===== config.mk =====
export PLATFORM = sky130hd
export DESIGN_NAME = ecc_enc_stream_flat
export DESIGN_NICKNAME = d
export VERILOG_FILES = /design/src/rtl/ecc_enc_stream_pkg.sv /design/src/rtl/ecc_enc_stream_if.sv /design/src/rtl/ecc_enc.sv /design/src/rtl/ecc_enc_stream.sv /design/src/flat_wrapper.sv
export SDC_FILE = /design/constraint.sdc
export NUM_CORES = 1
export LEC_CHECK = 0
export ABC_AREA = 1
export CAP_MARGIN = 20
export CORE_MARGIN = 1.5
export CORE_UTILIZATION = 57
export CTS_CLUSTER_DIAMETER = 30
export DETAILED_ROUTE_END_ITERATION = 6
export GPL_ROUTABILITY_DRIVEN = 1
export PLACE_DENSITY = 0.85
export REMOVE_ABC_BUFFERS = 1
export SLEW_MARGIN = 30
export SYNTH_ARGS = -nofsm -noshare
export SYNTH_HDL_FRONTEND = slang
export SYNTH_SLANG_ARGS = --single-unit

===== constraint.sdc =====
create_clock -name clk_i -period 4.85 [get_ports clk_i]
set_clock_uncertainty 0.05 [all_clocks]
set_input_delay 0.97 -clock clk_i [delete_from_list [all_inputs] [get_ports clk_i]]
set_output_delay 0.97 -clock clk_i [all_outputs]
set_load 0.01 [all_outputs]

===== src/rtl/ecc_enc_stream_pkg.sv =====
// Shared types and SECDED helper functions for the streaming encoder.
package ecc_pkg;

  // Widest information word the encode helper supports (m = 7, CW = 72).
  localparam int MAX_K  = 64;
  localparam int MAX_CW = 72;

  typedef enum logic [1:0] {
    INJ_NONE   = 2'd0,
    INJ_SINGLE = 2'd1,
    INJ_DOUBLE = 2'd2,
    INJ_RSVD   = 2'd3
  } inj_mode_t;

  typedef enum logic [1:0] {
    ST_EMPTY = 2'd0,
    ST_ONE   = 2'd1,
    ST_FULL  = 2'd2
  } state_t;

  // Smallest m with 2^m >= m + k + 1.
  function automatic int calc_m(input int k);
    int m;
    m = 32'sd1;
    for (int i = 0; i < 31; i++) begin
      if ((32'sd1 << m) < (m + k + 32'sd1)) begin
        m = m + 32'sd1;
      end
    end
    return m;
  endfunction

  // Extended Hamming codeword of the low k bits of d; only the low
  // calc_m(k)+k+1 bits of the result are meaningful.
  function automatic logic [MAX_CW-1:0] ecc_encode(input logic [MAX_K-1:0] d,
                                                   input int k,
                                                   input logic p0_lsb);
    logic [MAX_CW-1:0] pos;
    logic [MAX_CW-1:0] cw;
    logic              p;
    logic              p0;
    int                m;
    int                n;
    int                di;
    int                q;
    pos = '0;
    cw  = '0;
    p0  = 1'b0;
    m   = calc_m(k);
    n   = m + k;
    di  = 32'sd0;
    // Information bits fill the non-power-of-2 positions in ascending order.
    for (int i = 1; i < MAX_CW; i++) begin
      if ((i <= n) && ((i & (i - 32'sd1)) != 32'sd0)) begin
        pos[i[6:0]] = d[di[5:0]];
        di = di + 32'sd1;
      end
    end
    // Parity p_(j+1) at position 2^j covers every position with bit j set.
    for (int j = 0; j < 7; j++) begin
      if (j < m) begin
        p = 1'b0;
        for (int i = 1; i < MAX_CW; i++) begin
          if ((i <= n) && (((i >> j) & 32'sd1) != 32'sd0)) begin
            p = p ^ pos[i[6:0]];
          end
        end
        q = 32'sd1 << j;
        pos[q[6:0]] = p;
      end
    end
    // Overall parity over positions 1..n.
    for (int i = 1; i < MAX_CW; i++) begin
      if (i <= n) begin
        p0 = p0 ^ pos[i[6:0]];
      end
    end
    if (p0_lsb) begin
      cw    = pos;
      cw[0] = p0;
    end else begin
      cw          = pos >> 1;
      cw[n[6:0]]  = p0;
    end
    return cw;
  endfunction

endpackage


===== src/rtl/ecc_enc_stream_if.sv =====
// Producer/consumer handshake bundle of the streaming SECDED encoder.
interface ecc_enc_stream_if #(
  parameter int K     = 8,
  parameter int LANES = 1
);
  import ecc_pkg::*;

  localparam int CW = calc_m(K) + K + 1;
  localparam int PW = $clog2(CW + 1);

  logic                  s_valid_i;
  logic                  s_ready_o;
  logic [LANES*K-1:0]    s_data_i;
  logic [1:0]            inj_mode_i;
  logic [PW-1:0]         inj_pos_i;
  logic                  m_valid_o;
  logic                  m_ready_i;
  logic [LANES*CW-1:0]   m_data_o;

  modport slave (
    input  s_valid_i, s_data_i, inj_mode_i, inj_pos_i, m_ready_i,
    output s_ready_o, m_valid_o, m_data_o
  );

  modport master (
    output s_valid_i, s_data_i, inj_mode_i, inj_pos_i, m_ready_i,
    input  s_ready_o, m_valid_o, m_data_o
  );

endinterface


===== src/rtl/ecc_enc.sv =====
// Combinational single-lane extended Hamming encoder.
module ecc_enc
  import ecc_pkg::*;
#(
  parameter int   K      = 8,
  parameter bit   P0_LSB = 1'b1,
  localparam int  CW     = calc_m(K) + K + 1
) (
  input  logic [K-1:0]  i_data,
  output logic [CW-1:0] o_cw
);

  assign o_cw = CW'(ecc_encode(MAX_K'(i_data), K, P0_LSB));

endmodule


===== src/rtl/ecc_enc_stream.sv =====
// Multi-lane SECDED encoder with error injection, a registered output
// stage backed by a one-entry skid register, and an accepted-beat counter.
module ecc_enc_stream
  import ecc_pkg::*;
#(
  parameter int K      = 8,
  parameter int LANES  = 1,
  parameter bit P0_LSB = 1'b1,
  parameter int CNT_W  = 32
) (
  input  logic              clk_i,
  input  logic              rst_i,
  ecc_enc_stream_if.slave   bus,
  output logic [CNT_W-1:0]  cnt_o
);

  localparam int CW = calc_m(K) + K + 1;

  logic [LANES*CW-1:0] w_cw;
  logic [LANES*CW-1:0] w_inj;
  logic [CW-1:0]       w_mask;
  logic [LANES*CW-1:0] r_out;
  logic [LANES*CW-1:0] r_skid;
  logic [CNT_W-1:0]    r_cnt;
  logic                r_ready;
  state_t              r_state;
  state_t              w_next;
  inj_mode_t           w_mode;
  int                  w_pos;
  int                  w_pos2;
  logic                w_accept;
  logic                w_consume;
  logic                w_load_out;
  logic                w_load_skid;
  logic                w_skid_to_out;

  for (genvar g = 0; g < LANES; g++) begin : g_lane
    ecc_enc #(.K(K), .P0_LSB(P0_LSB)) u_enc (
      .i_data (bus.s_data_i[g*K +: K]),
      .o_cw   (w_cw[g*CW +: CW])
    );
  end

  assign w_mode = inj_mode_t'(bus.inj_mode_i);
  assign w_pos  = int'(bus.inj_pos_i);
  // An out-of-range first index keeps the second index out of range too.
  assign w_pos2 = (w_pos == (CW - 1)) ? 32'sd0 : (w_pos + 32'sd1);

  // Build the per-lane flip mask for the current injection request.
  always_comb begin
    w_mask = '0;
    for (int b = 0; b < CW; b++) begin
      case (w_mode)
        INJ_SINGLE: w_mask[b] = (b == w_pos);
        INJ_DOUBLE: w_mask[b] = (b == w_pos) || (b == w_pos2);
        default:    w_mask[b] = 1'b0;
      endcase
    end
  end

  assign w_inj     = w_cw ^ {LANES{w_mask}};
  assign w_accept  = bus.s_valid_i & r_ready;
  assign w_consume = (r_state != ST_EMPTY) & bus.m_ready_i;

  // Next-state and datapath load strobes of the OUT/SKID pair.
  always_comb begin
    w_next        = r_state;
    w_load_out    = 1'b0;
    w_load_skid   = 1'b0;
    w_skid_to_out = 1'b0;
    case (r_state)
      ST_EMPTY: begin
        if (w_accept) begin
          w_load_out = 1'b1;
          w_next     = ST_ONE;
        end else begin
          w_next     = ST_EMPTY;
        end
      end
      ST_ONE: begin
        case ({w_accept, w_consume})
          2'b11:   w_load_out  = 1'b1;
          2'b01:   w_next      = ST_EMPTY;
          2'b10: begin
            w_load_skid = 1'b1;
            w_next      = ST_FULL;
          end
          default: w_next      = ST_ONE;
        endcase
      end
      ST_FULL: begin
        if (w_consume) begin
          w_skid_to_out = 1'b1;
          w_next        = ST_ONE;
        end else begin
          w_next        = ST_FULL;
        end
      end
      default: w_next = ST_EMPTY;
    endcase
  end

  // Control state, registered ready and the wrapping beat counter.
  always_ff @(posedge clk_i or posedge rst_i) begin
    if (rst_i) begin
      r_state <= ST_EMPTY;
      r_ready <= 1'b1;
      r_cnt   <= '0;
    end else begin
      r_state <= w_next;
      r_ready <= (w_next != ST_FULL);
      if (w_accept) begin
        r_cnt <= r_cnt + CNT_W'(1);
      end
    end
  end

  // OUT and SKID codeword storage.
  always_ff @(posedge clk_i or posedge rst_i) begin
    if (rst_i) begin
      r_out  <= '0;
      r_skid <= '0;
    end else begin
      if (w_load_out) begin
        r_out <= w_inj;
      end else if (w_skid_to_out) begin
        r_out <= r_skid;
      end
      if (w_load_skid) begin
        r_skid <= w_inj;
      end
    end
  end

  assign bus.s_ready_o = r_ready;
  assign bus.m_valid_o = (r_state != ST_EMPTY);
  assign bus.m_data_o  = r_out;
  assign cnt_o         = r_cnt;

endmodule


===== src/flat_wrapper.sv =====
// flat-port wrapper written by rule: the top's interface ports become plain ports
module ecc_enc_stream_flat import ecc_pkg::*;
#(
  parameter int K      = 8,
  parameter int LANES  = 1,
  parameter bit P0_LSB = 1'b1,
  parameter int CNT_W  = 32
)
  (clk_i, rst_i, cnt_o, bus_s_valid_i, bus_s_data_i, bus_inj_mode_i, bus_inj_pos_i, bus_m_ready_i, bus_s_ready_o, bus_m_valid_o, bus_m_data_o);
  ecc_enc_stream_if #(.K(K), .LANES(LANES)) bus_i ();
  input  logic clk_i;
  input  logic rst_i;
  output logic [CNT_W-1:0] cnt_o;
  input wire logic [$bits(bus_i.s_valid_i)-1:0] bus_s_valid_i;
  input wire logic [$bits(bus_i.s_data_i)-1:0] bus_s_data_i;
  input wire logic [$bits(bus_i.inj_mode_i)-1:0] bus_inj_mode_i;
  input wire logic [$bits(bus_i.inj_pos_i)-1:0] bus_inj_pos_i;
  input wire logic [$bits(bus_i.m_ready_i)-1:0] bus_m_ready_i;
  output wire logic [$bits(bus_i.s_ready_o)-1:0] bus_s_ready_o;
  output wire logic [$bits(bus_i.m_valid_o)-1:0] bus_m_valid_o;
  output wire logic [$bits(bus_i.m_data_o)-1:0] bus_m_data_o;
  assign bus_i.s_valid_i = bus_s_valid_i;
  assign bus_i.s_data_i = bus_s_data_i;
  assign bus_i.inj_mode_i = bus_inj_mode_i;
  assign bus_i.inj_pos_i = bus_inj_pos_i;
  assign bus_i.m_ready_i = bus_m_ready_i;
  assign bus_s_ready_o = bus_i.s_ready_o;
  assign bus_m_valid_o = bus_i.m_valid_o;
  assign bus_m_data_o = bus_i.m_data_o;
  ecc_enc_stream #(.K(K), .LANES(LANES), .P0_LSB(P0_LSB), .CNT_W(CNT_W)) u_core (.clk_i(clk_i), .rst_i(rst_i), .bus(bus_i), .cnt_o(cnt_o));
endmodule

==> metrics.txt <==
CP startpoint kind primary input; minimum clock period roughly 3.2 ns; final setup vio count 0; Initial Util ~58%; unrepaired setup endpoints after global routing no; Seq cells post-synth 61; die area roughly 6900 sq um; PD cells around 400 nW/um^2; Synthesis Warnings 0; postcts setup bufs 0; CTS Buf Count 9; Top Ports 65; worst hold-check path type reg2reg; dpl hpwl between 6000 and 7000 um; CTS resizes 0; Final Max Tran Viols 0; WS Path Type in2reg; fin crit share around two thirds; number of global-route vias before repair around 3300; number of port buffers 64; htree depth 3; cell count after synthesis between 400 and 500; Layout Nets roughly 570; commonest cells after routing, fill and taps aside 148 x nand2_1, 69 x nand3_1, 64 x clkdlybuf4s50_1, 60 x dfrtp_1, 49 x inv_1; Worst Path Max Fanout 14; worst rel slew slack a little over a third; Vias per Instance 5.469; total number of vias approximately 3400; leakage power approximately 0.0023 uW; core area around 6300 sq um; global-route wire length before repair 15190 um; Die Ht slightly above 80 um; Sinks on Clock Net 61; share of cells above drive strength 1 roughly 7.4%; antenna violations before repair 0; Total Routing Usage GR a little over a quarter; CTS root buf clkbuf_8; cts-stage hold buffer count 0; Post-Syn Area roughly 3700 sq um; WL/cell about 15 um; commonest non-fill, non-tap cell in the layout nand2_1; crit path DAT ~3.4 ns; Clock transition at path regs 0.06 ns; maximum VDD drop approximately 0.29 mV; post-synth cell types 31; drt pass-1 iters 6; register area 1528 sq um; row count 29; Critical Path RT roughly 5.1 ns; Fillers approximately 490; Fin. Hold Viols 0; Seq/Total Area, Yosys between 40% and 50%; final WL around 9000 um; CTS tree done; die width 83.13 um; Fin Setup TNS 0 ns; Crit. End Element flop; Placer Congestion roughly 0.89; antenna viol nets, final 0; Syn Area/Cell 7.770 sq um; Clock Latency Late Sink around 0.34 ns; status completed; multi-input logic area 1901 sq um; P&R area growth vs syn 24.72%; Worst-Margin Slew 0.9501 ns; Min Hold Slack 0.4424 ns; grt ovf 0; PnR Total Power 1818 uW; largest net degree at the start of global routing 37; DRC 0; DR iter-0 viols 220; Max clock buf depth 2; maximum capacitance violations 0; Fmax achieved ~0.32 GHz; Diodes inserted 0
worst max-delay path, stage by stage:
cell,delay [ns]
clkdlybuf4s50_1,0.42
nand2_2,0.13
inv_2,0.11
ha_1,0.23
nand2_1,0.07
nand2_1,0.30
nor2_1,0.84
a22oi_1,0.18
nand2_1,0.13
Yosys cell counts:
cell type | number | area share [%]
a21oi_1 | 2 | 0.27
a22oi_1 | 13 | 2.7
and3_4 | 1 | 0.31
buf_1 | 2 | 0.21
buf_2 | 2 | 0.27
clkbuf_1 | 4 | 0.41
dfrtp_1 | 60 | 41
dfstp_2 | 1 | 0.72
ha_1 | 10 | 3.4
inv_1 | 50 | 5.1
inv_2 | 3 | 0.31
nand2_1 | 148 | 15
nand2_2 | 2 | 0.34
nand2_4 | 2 | 0.62
nand3_1 | 69 | 9.4
nand3b_1 | 3 | 0.62
nand4_1 | 5 | 0.85
nand4_2 | 2 | 0.68
nand4_4 | 1 | 0.58
nor2_1 | 21 | 2.2
nor2_2 | 6 | 1.0
nor2_4 | 3 | 0.92
nor2_8 | 1 | 0.55
nor3_1 | 8 | 1.1
nor3_2 | 2 | 0.55
o211ai_1 | 1 | 0.21
o21ai_0 | 1 | 0.14
o21ai_1 | 11 | 1.5
o21bai_1 | 1 | 0.21
xnor2_1 | 11 | 2.6
xor2_1 | 25 | 6.0
sequential cells by signal, indices dropped and copies added, names as in the netlist:
| register | count |
|---|---|
| u_core.bus.m_data_o | 13 |
| u_core.bus.s_ready_o | 1 |
| u_core.cnt_o | 32 |
| u_core.r_skid | 13 |
| u_core.r_state | 2 |
logic make-up after synthesis:
group | synth area share [%]
adder cells (fa/ha/maj) | 3.419
AO/OA/AOI/OAI | 4.991
XOR/XNOR | 8.615
flip-flops | 41.74
AND/OR/NAND/NOR | 34.91
buffers and inverters | 6.325
routing by layer:
layer / wire, um / global-route usage, % / vias up
li1: - / - / 1662
met1: 3905 / 34.73 / 1624
met4: 171 / 10.15 / 0
met2: 4527 / 46.27 / 93
met3: 425 / 5.169 / 17
met5: 0 / 0 / -
area by class of cell:
cell class	count	share of cell area [%]
Tap cell	77	2.111
Sequential cell	61	33.47
Multi-Input combinational cell	349	41.64
Clock inverter	4	1.042
Inverter	53	4.359
Clock buffer	12	3.180
Timing Repair Buffer	65	14.20
path summary, 6_finish.rpt:
kind / cells past startpoint / from / endpoint / slack (ns)
setup / recovery: 9 / bus_s_valid_i / u_core.bus.m_data_o[4] / 1.69
hold / removal: 2 / u_core.r_skid[4] / u_core.r_skid[4] / 0.44
setup reg to reg: 10 / u_core.r_state[0] / u_core.bus.m_data_o[4] / 2.23
hold reg to reg: 2 / u_core.r_skid[4] / u_core.r_skid[4] / 0.44
max in group asynchronous: 3 / rst_i / u_core.bus.m_data_o[7] / 2.92
min in group asynchronous: 2 / rst_i / u_core.cnt_o[3] / 0.95
per-stage QoR:
stage | cell area, sq um | cells | setup slack, ns | utilization [%]
5_1_grt | 4564 | 621 | 1.524 | 72.71
3_3_place_gp | 4372 | 605 | 1.514 | 69.64
6_report | 4564 | 621 | 1.689 | 72.71
3_5_place_dp | 4372 | 605 | 1.405 | 69.64
2_1_floorplan | 3627 | 463 | 2.319 | -
4_1_cts | 4564 | 621 | 1.732 | 72.71
power breakdown:
group / internal (uW) / switching, uW / total, uW
Clock: 250 / 195 / 445
Sequential: 647 / 101 / 748
Combinational: 282 / 343 / 625
Total: 1180 / 639 / 1820
Power figures use the tool's default switching activity.
